**src/rtl/sprite_layer.sv**
```systemverilog
// rtl/sprite_layer.sv - scalable monochrome sprite overlay with frame-synced position and bounce
module sprite_layer #(
    parameter int POS_W    = 9,
    parameter int SCREEN_W = 400,
    parameter int SCREEN_H = 300,
    parameter int SPR_W    = 8,
    parameter int SPR_H    = 8,
    parameter int COLOR_W  = 1,
    parameter int STEP     = 1,
    localparam int AW      = (SPR_H > 1) ? $clog2(SPR_H) : 1
) (
    input  logic                 clk25MHz,
    input  logic                 rst,
    input  logic [POS_W-1:0]     pos_x,
    input  logic [POS_W-1:0]     pos_y,
    input  logic                 active,
    input  logic                 frame_start,
    input  logic                 cfg_we,
    input  logic [AW-1:0]        cfg_addr,
    input  logic [SPR_W-1:0]     cfg_data,
    input  logic [POS_W-1:0]     spr_x_in,
    input  logic [POS_W-1:0]     spr_y_in,
    input  logic [1:0]           scale_in,
    input  logic                 bounce_en,
    input  logic [3*COLOR_W-1:0] fg_color,
    input  logic [3*COLOR_W-1:0] bg_color,
    output logic [COLOR_W-1:0]   o_red,
    output logic [COLOR_W-1:0]   o_green,
    output logic [COLOR_W-1:0]   o_blue,
    output logic                 o_hit
);
    localparam int CW = (SPR_W > 1) ? $clog2(SPR_W) : 1;
    localparam int EW = POS_W + $clog2(SPR_W + SPR_H) + 4;

    // Returns {dir_neg, pos} after one bounce step along a single axis.
    function automatic logic [POS_W:0] bounce_step(
        input logic [POS_W-1:0] p,
        input logic             dir_neg,
        input logic [EW-1:0]    size,
        input logic [EW-1:0]    limit
    );
        logic [POS_W:0] r;
        if (!dir_neg && ((EW'(p) + EW'(STEP) + size) > limit)) begin
            r = {1'b1, POS_W'(limit - size)};
        end else if (dir_neg && (EW'(p) < EW'(STEP))) begin
            r = {1'b0, POS_W'(0)};
        end else if (dir_neg) begin
            r = {1'b1, p - POS_W'(STEP)};
        end else begin
            r = {1'b0, p + POS_W'(STEP)};
        end
        return r;
    endfunction

    logic [POS_W-1:0]     sx_q, sx_d, sy_q, sy_d;
    logic [1:0]           scale_q, scale_d;
    logic                 dir_x_neg_q, dir_x_neg_d, dir_y_neg_q, dir_y_neg_d;
    logic [EW-1:0]        new_w, new_h, cur_w, cur_h;
    logic [POS_W:0]       dx, dy;
    logic                 act1_q, act1_d, inside_q, inside_d;
    logic [AW-1:0]        row_q, row_d;
    logic [CW-1:0]        col_q, col_d, col_rev;
    logic [SPR_W-1:0]     bitmap_q [SPR_H];
    logic [SPR_W-1:0]     bitmap_d [SPR_H];
    logic [SPR_W-1:0]     row_bits;
    logic                 pix_bit, hit_q, hit_d;
    logic [3*COLOR_W-1:0] rgb_q, rgb_d;

    always_comb begin
        sx_d        = sx_q;
        sy_d        = sy_q;
        scale_d     = scale_q;
        dir_x_neg_d = dir_x_neg_q;
        dir_y_neg_d = dir_y_neg_q;
        new_w       = EW'(SPR_W) << scale_in;
        new_h       = EW'(SPR_H) << scale_in;
        if (frame_start) begin
            scale_d = scale_in;
            if (bounce_en) begin
                {dir_x_neg_d, sx_d} = bounce_step(sx_q, dir_x_neg_q, new_w, EW'(SCREEN_W));
                {dir_y_neg_d, sy_d} = bounce_step(sy_q, dir_y_neg_q, new_h, EW'(SCREEN_H));
            end else begin
                sx_d        = spr_x_in;
                sy_d        = spr_y_in;
                dir_x_neg_d = 1'b0;
                dir_y_neg_d = 1'b0;
            end
        end
    end

    // Stage 1: sprite-relative coordinates; a borrow in dx/dy means left of / above the sprite.
    always_comb begin
        cur_w    = EW'(SPR_W) << scale_q;
        cur_h    = EW'(SPR_H) << scale_q;
        dx       = {1'b0, pos_x} - {1'b0, sx_q};
        dy       = {1'b0, pos_y} - {1'b0, sy_q};
        inside_d = !dx[POS_W] && !dy[POS_W]
                && (EW'(pos_x) < (EW'(sx_q) + cur_w))
                && (EW'(pos_y) < (EW'(sy_q) + cur_h));
        col_d    = CW'(dx >> scale_q);
        row_d    = AW'(dy >> scale_q);
        act1_d   = active;
    end

    always_comb begin
        bitmap_d = bitmap_q;
        if (cfg_we && ({1'b0, cfg_addr} < (AW+1)'(SPR_H))) begin
            bitmap_d[cfg_addr] = cfg_data;
        end
    end

    // Stage 2: reads bitmap_q, so a same-cycle write to this row is seen one cycle later.
    always_comb begin
        row_bits = '0;
        if ({1'b0, row_q} < (AW+1)'(SPR_H)) begin
            row_bits = bitmap_q[row_q];
        end
        col_rev = CW'(SPR_W - 1) - col_q;
        pix_bit = row_bits[col_rev];
        hit_d   = act1_q & inside_q & pix_bit;
        rgb_d   = '0;
        if (act1_q) begin
            rgb_d = hit_d ? fg_color : bg_color;
        end
    end

    always_ff @(posedge clk25MHz) begin
        if (rst) begin
            sx_q        <= '0;
            sy_q        <= '0;
            scale_q     <= '0;
            dir_x_neg_q <= 1'b0;
            dir_y_neg_q <= 1'b0;
            bitmap_q    <= '{default: '0};
            act1_q      <= 1'b0;
            inside_q    <= 1'b0;
            row_q       <= '0;
            col_q       <= '0;
            hit_q       <= 1'b0;
            rgb_q       <= '0;
        end else begin
            sx_q        <= sx_d;
            sy_q        <= sy_d;
            scale_q     <= scale_d;
            dir_x_neg_q <= dir_x_neg_d;
            dir_y_neg_q <= dir_y_neg_d;
            bitmap_q    <= bitmap_d;
            act1_q      <= act1_d;
            inside_q    <= inside_d;
            row_q       <= row_d;
            col_q       <= col_d;
            hit_q       <= hit_d;
            rgb_q       <= rgb_d;
        end
    end

    assign o_hit   = hit_q;
    assign o_red   = rgb_q[3*COLOR_W-1 -: COLOR_W];
    assign o_green = rgb_q[2*COLOR_W-1 -: COLOR_W];
    assign o_blue  = rgb_q[COLOR_W-1:0];

endmodule

```
**config.mk**
```make
export PLATFORM = sky130hd
export DESIGN_NAME = sprite_layer
export DESIGN_NICKNAME = d
export VERILOG_FILES = /design/src/rtl/sprite_layer.sv
export SDC_FILE = /design/constraint.sdc
export NUM_CORES = 1
export LEC_CHECK = 0
export ABC_AREA = 1
export CORE_UTILIZATION = 55
export CTS_CLUSTER_SIZE = 10
export DETAILED_ROUTE_END_ITERATION = 10
export PLACE_DENSITY = 0.81
export SETUP_SLACK_MARGIN = 0.5
export SYNTH_ARGS = -nofsm -noshare
export SYNTH_HDL_FRONTEND = slang
export SYNTH_SLANG_ARGS = --single-unit
```
**constraint.sdc**
```tcl
create_clock -name clk25MHz -period 3.6 [get_ports clk25MHz]
set_input_delay 0.9 -clock clk25MHz [delete_from_list [all_inputs] [get_ports clk25MHz]]
set_output_delay 0.9 -clock clk25MHz [all_outputs]
set_load 0.01 [all_outputs]
```
==> results.py <==
metrics = {
    "floorplan": {
        "start_util_pct": 56.7,
        "core_area_sq_um": 12700,
        "fp.dieH_um": 116,
        "dieArea_sq_um": 13500,
        "die_w_um": 116,
        "rows": 41,
        "io_pins": 65,
    },
    "placed_design": {
        "dp_hpwl_mm": 14.4,
        "port_buffers": 64,
        "finalWeightedCongestion": 0.947,
    },
    "critical_path": {
        "r2r_slack_ns": 0.76,
        "worstPathRequired_ns": 3.85,
        "ff2ff_path_depth": 16,
        "end_kind": "flop",
        "path_buf_inv": 3,
        "critical_path.max_fanout": 7,
        "cp-start-kind": "flop",
        "cp_top_family": "simple AND/OR/NAND/NOR gates",
        "crit_top_cell": "nand2_1",
        "crit_chain": "buf_4 -> nor2_4 -> nand2_1 -> nand2_1 -> inv_1 -> ha_1 -> inv_1 -> nand2_1 -> a31oi_1 -> xor2_1 -> ha_1 -> nand4_1 -> nor4_1 -> nand3_1 -> nand4_1 -> nor2_1",
        "rr_endpoint": "inside_q",
        "worstPathArrival_ns": 3.09,
        "r2r-start": "scale_q[1]",
        "critPathSlowestCell": "dfxtp_1",
        "cpPeakStageDelay_ns": 0.37,
        "critPathKind": "reg -> reg",
    },
    "detailed_routing": {
        "drt-met1-wl_mm": 8.35,
        "drc": 0,
        "antenna_left": 0,
        "post_drt_wl_per_cell_um": 15.1,
        "dr.pass1.iters": 6,
        "top_layer": "met4",
        "totalWireLength_mm": 19.8,
        "vias_per_cell": 5.62,
        "routed-wl-met3_mm": 1.36,
        "vias": 7343,
        "drt-initial-drc-count": 580,
        "wl_met2_mm": 9.49,
    },
    "hold_path": {
        "holdCritStartpoint": "bitmap_q[28]",
        "hold_class": "reg -> reg",
        "hold_depth": 2,
        "min_to": "bitmap_q[28]",
    },
    "global_routing": {
        "antenna_found_initial": 0,
        "grt.overflow.total": 0,
        "grt_pass1_vias": 6861,
        "grt_usage_pct": 30.3,
        "grt_pass1_wl_mm": 32.1,
        "grt_max_degree": 35,
    },
    "layout": {
        "drive_gt1_share_pct": 8.02,
        "utilization_pct": 65.0,
        "num_antenna_cells": 0,
        "area_growth_pct": 14.5,
        "final_nets": 1244,
        "fillCellCount": 1143,
    },
    "logic_synthesis": {
        "synth_cells": 1091,
        "synth_top_area_share_pct": 27.3,
        "async_flop_share_pct": 0,
        "synth_cell_type_count": 51,
        "yosysSeqAreaShare_pct": 27.3,
        "syn_area_per_cell_sq_um": 6.59,
        "synth_edf_count": 0,
        "synth.area.top_cells": "dfxtp_1 (27%), nor2_1 (11%), o21ai_0 (9.3%), ha_1 (8.7%), nand2_1 (7.5%)",
        "synth_area_sq_um": 7190,
        "synth_area_leader_cell": "dfxtp_1",
        "synth_seq_cells": 98,
        "yosysWarnings": 0,
        "syn_nets": 1204,
        "synth-main-ff-cell": "dfxtp_1",
    },
    "clock_tree": {
        "cts_buffers": 9,
        "cts_buffer_depth": 2,
        "root_buffer": "clkbuf_16",
        "cts_tree": "built",
        "cts.sinks": 98,
        "post_cts_buffers": 0,
        "clk_latency_ns": 0.36,
        "clkTransAtPathRegs_ns": 0.07,
        "htreeDepth": 3,
    },
    "timing": {
        "fmax_ghz": 0.352,
        "fin_worst_skew_ns": 0.00851,
        "finalSetupViolations": 0,
        "final_max_slew_viol_count": 0,
        "min_period_ns": 2.84,
        "slew_headroom_pct": 39.4,
        "rsz0062_at_grt": "false",
        "worst_slew_pin_slew_ns": 0.908,
        "fin_setup_tns_ns": 0,
        "fin_crit_sh_pct": 78.9,
        "hold_viol_final": 0,
    },
    "job": {
        "cap_violations": 0,
    },
    "power": {
        "p_leak_nw": 3.75,
        "ir_worst_vdd_uv": 219,
        "powerDensity_nw_per_um2": 372,
    },
    "status": {
        "status": "complete, no violations",
    },
}
-- registers in the layout (all words and copies together), names as in the netlist, 2 cells and up --
signal and flops:
bitmap_q 64, col_q 3, rgb_q 3, row_q 3
scale_q 2, sx_q 9, sy_q 9
-- layout by cell type, fill, tap and decap left out, types with 3 or more instances in the layout --
cell	netlist	final
o21ai_0	134	134
a31oi_1	5	5
nor3_1	9	9
nand2_2	15	15
clkbuf_16	0	9
nor4_1	4	4
xor2_1	23	23
o21ai_2	3	3
buf_4	5	13
inv_6	1	3
nor2_4	3	3
nand3_2	6	6
clkdlybuf4s50_1	0	62
nor2_1	213	213
or2_2	3	3
nand2_1	144	144
nand4_1	16	16
o21bai_1	3	3
nand2_4	8	8
clkinv_1	5	5
dfxtp_1	98	97
a21oi_2	3	3
nand3_1	58	58
inv_4	4	4
o221ai_1	11	11
ha_1	50	48
o22ai_1	6	6
inv_1	103	102
o31ai_1	3	3
xnor2_1	4	4
a21oi_1	62	62
inv_2	8	9
o21ai_1	11	11
o211ai_1	6	6
-- layout make-up --
type	count	area (sq um)	area share (%)
multi-input combinational	823	4510	54.8
inverter	122	478	5.81
tap	172	215	2.61
timing repair buffer	77	743	9.03
clock inverter	5	86.3	1.05
clock buffer	10	239	2.90
sequential	98	1960	23.8
-- per-layer routing --
metal	up-vias	GRT usage, %
li1	3702	-
met3	47	6.12
met4	0	11.9
met2	293	52.9
met5	-	0
met1	3301	36.5
-- where the power goes --
part	internal [mW]	switching, mW	leakage [nW]
clock	0.631	0.442	0.160
sequential	1.14	0.0721	0.801
combinational	0.304	0.477	2.79
-- synthesized netlist by cell type, types with 2 or more instances --
cell type	number
nor2_1	213
nand2_1	144
o21ai_0	134
inv_1	103
dfxtp_1	98
a21oi_1	62
nand3_1	58
ha_1	50
xor2_1	23
clkbuf_1	17
nand4_1	16
nand2_2	15
buf_2	14
o21ai_1	11
o221ai_1	11
nor3_1	9
buf_1	8
inv_2	8
nand2_4	8
nand3_2	6
o211ai_1	6
o22ai_1	6
a31oi_1	5
buf_4	5
clkinv_1	5
buf_6	4
inv_4	4
nor4_1	4
xnor2_1	4
a21oi_2	3
nor2_4	3
o21ai_2	3
o21bai_1	3
o31ai_1	3
or2_2	3
a22oi_1	2
fa_1	2
nand3b_1	2
o2111ai_1	2
o21a_1	2
o41ai_1	2
-- worst register-to-register path, cell delays in order (launching register included) --
cell	delay (ns)
dfxtp_1	0.37
buf_4	0.18
nor2_4	0.16
nand2_1	0.13
nand2_1	0.10
inv_1	0.04
ha_1	0.18
inv_1	0.05
nand2_1	0.07
a31oi_1	0.28
xor2_1	0.14
ha_1	0.32
nand4_1	0.13
nor4_1	0.25
nand3_1	0.12
nand4_1	0.14
nor2_1	0.08
-- kinds of logic (layout without fill, tap and decap cells) --
logic type      Yosys count  count (layout)  share of synthesized area (%)
fa+ha+maj                52              52                           9.26
xor+xnor                 27              27                           3.29
compound gates          259             259                           20.0
flops                    98              98                           27.3
simple gates            485             485                           30.0
buf+inv                 170             214                           10.1
-- per-stage QoR --
| stage | cell area, sq um | hold WS [ns] | worst slack (ns) | total power [mW] | std cells |
|---|---|---|---|---|---|
| floorplan | 7190 | 0.425 | 0.985 | 1.76 | 1091 |
| global placement | 7900 | 0.441 | 0.269 | 1.98 | 1292 |
| detailed placement | 7900 | 0.447 | 0.199 | 2.00 | 1292 |
| CTS | 8220 | 0.457 | 0.543 | 3.06 | 1307 |
| global route | 8230 | 0.466 | 0.559 | 3.21 | 1307 |
| finish | 8230 | 0.464 | 0.759 | 3.06 | 1307 |
-- worst max path at each step --
| stage | startpoint | endpoint | slack (ns) | depth (start not counted) |
|---|---|---|---|---|
| after floorplan | scale_in[0] | sy_q[2] | 0.98 | 14 |
| after global placement | scale_in[0] | sx_q[6] | 0.27 | 20 |
| after detailed placement | scale_in[0] | sy_q[2] | 0.20 | 15 |
| after CTS | scale_in[0] | sy_q[4] | 0.54 | 18 |
| after global routing | scale_q[0] | inside_q | 0.56 | 16 |
| final | scale_q[1] | inside_q | 0.76 | 16 |
-- repair_timing --
action                                  in CTS  in global routing
gates resized for setup                      0                  5
hold buffers                                 0                  0
endpoints found under the setup margin       0                 21
Note: power is estimated with default switching activity, not from simulation.
==> variant: new RTL, same flow settings <==
Change the parameter `POS_W` from 9 to 8.
--- a/src/rtl/sprite_layer.sv
+++ b/src/rtl/sprite_layer.sv
@@ -2,3 +2,3 @@
 module sprite_layer #(
-    parameter int POS_W    = 9,
+    parameter int POS_W    = 8,
     parameter int SCREEN_W = 400,
Interface: changed (resized pos_x, pos_y, spr_x_in and spr_y_in); port bits go from 65 to 61. The function was not compared with the original's and may differ.
==> variant against the unedited design <==
- maximum frequency decreased by 1.7%
- critical endpoint is now sy_q[4]$_SDFFE_PP0P_
- global-route usage decreased by 1.0 points
- setup slack got worse by 0.048 ns
- first-iteration DRC count decreased by 36%
- final area decreased by 11%
- synthesized area decreased by 12%
- sequential cell count decreased by 2
- die area decreased by 11%
- routed wire length decreased by 16%
- total power decreased by 7.1%
==> variant: results (changes against the unedited design) <==
leakage power 0.00328 uW (-12%); number of CTS-inserted buffers 9 (unchanged); Least-Margin Pin Slew 0.568 ns (-0.340 ns); NumNets Final 1092 (-12%); Post-synth top cells nor2_1, o21ai_0, nand2_1, dfxtp_1, inv_1; Syn Nets 1048 (-13%); Post-Synth XOR/XNOR Area 0.0331 (+0.000172); Port Buffers 60 (-6.3%); layout cells sized above 1 0.0577 (-0.0225); post-DP HPWL 12100 um (-16%); compound-gate portion of the synthesized area 0.214 (+0.0138); H-tree Lvls 3 (unchanged); setup slack at placement 0.369 ns (+0.171 ns); RePlAce Congestion 0.930 (-1.8%); vias per cell 5.59 (-0.51%); status finished clean; Synth Area in Adders 0.107 (+0.0145); VDD IR max 0.000415 V (+90%); routed wire length 16600 um (-16%); largest registers bitmap_q (64), sx_q (8), sy_q (8); vias in the first global route 5937 (-13%); first-pass GRT wire length 27600 um (-14%); drt pass-1 iters 5 (-1); Iteration-0 DRC Markers 372 (-36%); Synth cell types 41 (-20%); critical path arrival 3.13 ns (+0.04 ns); Post-DP Area 7050 um^2 (-11%); All-Layer GR Usage 0.293 (-0.0102); clock skew 0.00621 ns (-0.00230 ns); pin count of the biggest net entering global routing 38 (+8.6%)
-- variant: logic make-up (layout without fill, tap and decap cells) --
logic type / count (synthesis) / after routing
compound gates: 239 / 239
xor+xnor: 24 / 24
fa+ha+maj: 52 / 52
buf+inv: 134 / 183
flops: 96 / 96
mux: 1 / 1
simple gates: 393 / 393
-- variant: routing by layer --
| metal | routed length, um | global-route usage | vias to the layer above |
|---|---|---|---|
| met3 | 885 | 0.0480 | 41 |
| met1 | 6980 | 0.346 | 2826 |
| li1 | - | - | 3216 |
| met4 | 525 | 0.118 | 0 |
| met2 | 8250 | 0.527 | 222 |
| met5 | 0 | 0 | - |
-- variant: worst max-delay path, stage by stage --
cell and delay, ns:
clkdlybuf4s50_1 0.54, inv_1 0.13, ha_1 0.31, inv_2 0.11, nand2_2 0.06, nand2_2 0.10, nand2_2 0.06, nand2_2 0.06
nand2_1 0.06, nand2_1 0.07, nand2_2 0.08, a21oi_4 0.18, nand3_4 0.15, inv_2 0.10, nand2_1 0.06, nand3_1 0.09
a21oi_2 0.05
-- variant: path summary, 6_finish.rpt --
path / start / end / slack [ns] / depth (start not counted)
worst max register to register: scale_q[1]$_SDFFE_PP0P_ / inside_q$_SDFF_PP0_ / 0.81 / 10
worst max-delay path: scale_in[0] / sy_q[4]$_SDFFE_PP0P_ / 0.71 / 17
worst min register to register: bitmap_q[51]$_SDFFE_PP0P_ / bitmap_q[51]$_SDFFE_PP0P_ / 0.51 / 2
worst min-delay path: bitmap_q[51]$_SDFFE_PP0P_ / bitmap_q[51]$_SDFFE_PP0P_ / 0.51 / 2
-- variant: metrics by stage --
| step | utilization | instances |
|---|---|---|
| 6_report | 0.668 | 1128 |
| 5_1_grt | 0.668 | 1128 |
| 4_1_cts | 0.668 | 1128 |
| 3_5_place_dp | 0.639 | 1112 |
| 3_3_place_gp | 0.639 | 1112 |
| 2_1_floorplan | - | 939 |
-- variant: cell type report --
cell class,count,area [um^2]
Sequential cell,96,1920
Tap cell,140,175
Multi-Input combinational cell,709,3900
Clock buffer,10,239
Fill cell,968,3670
Inverter,93,352
Clock inverter,6,73.8
Timing Repair Buffer,74,706
-- variant: power breakdown --
part / switching (uW) / leakage [uW] / internal (uW)
Sequential: 64.0 / 0.000784 / 1110
Clock: 444 / 0.000148 / 568
Combinational: 388 / 0.00235 / 268
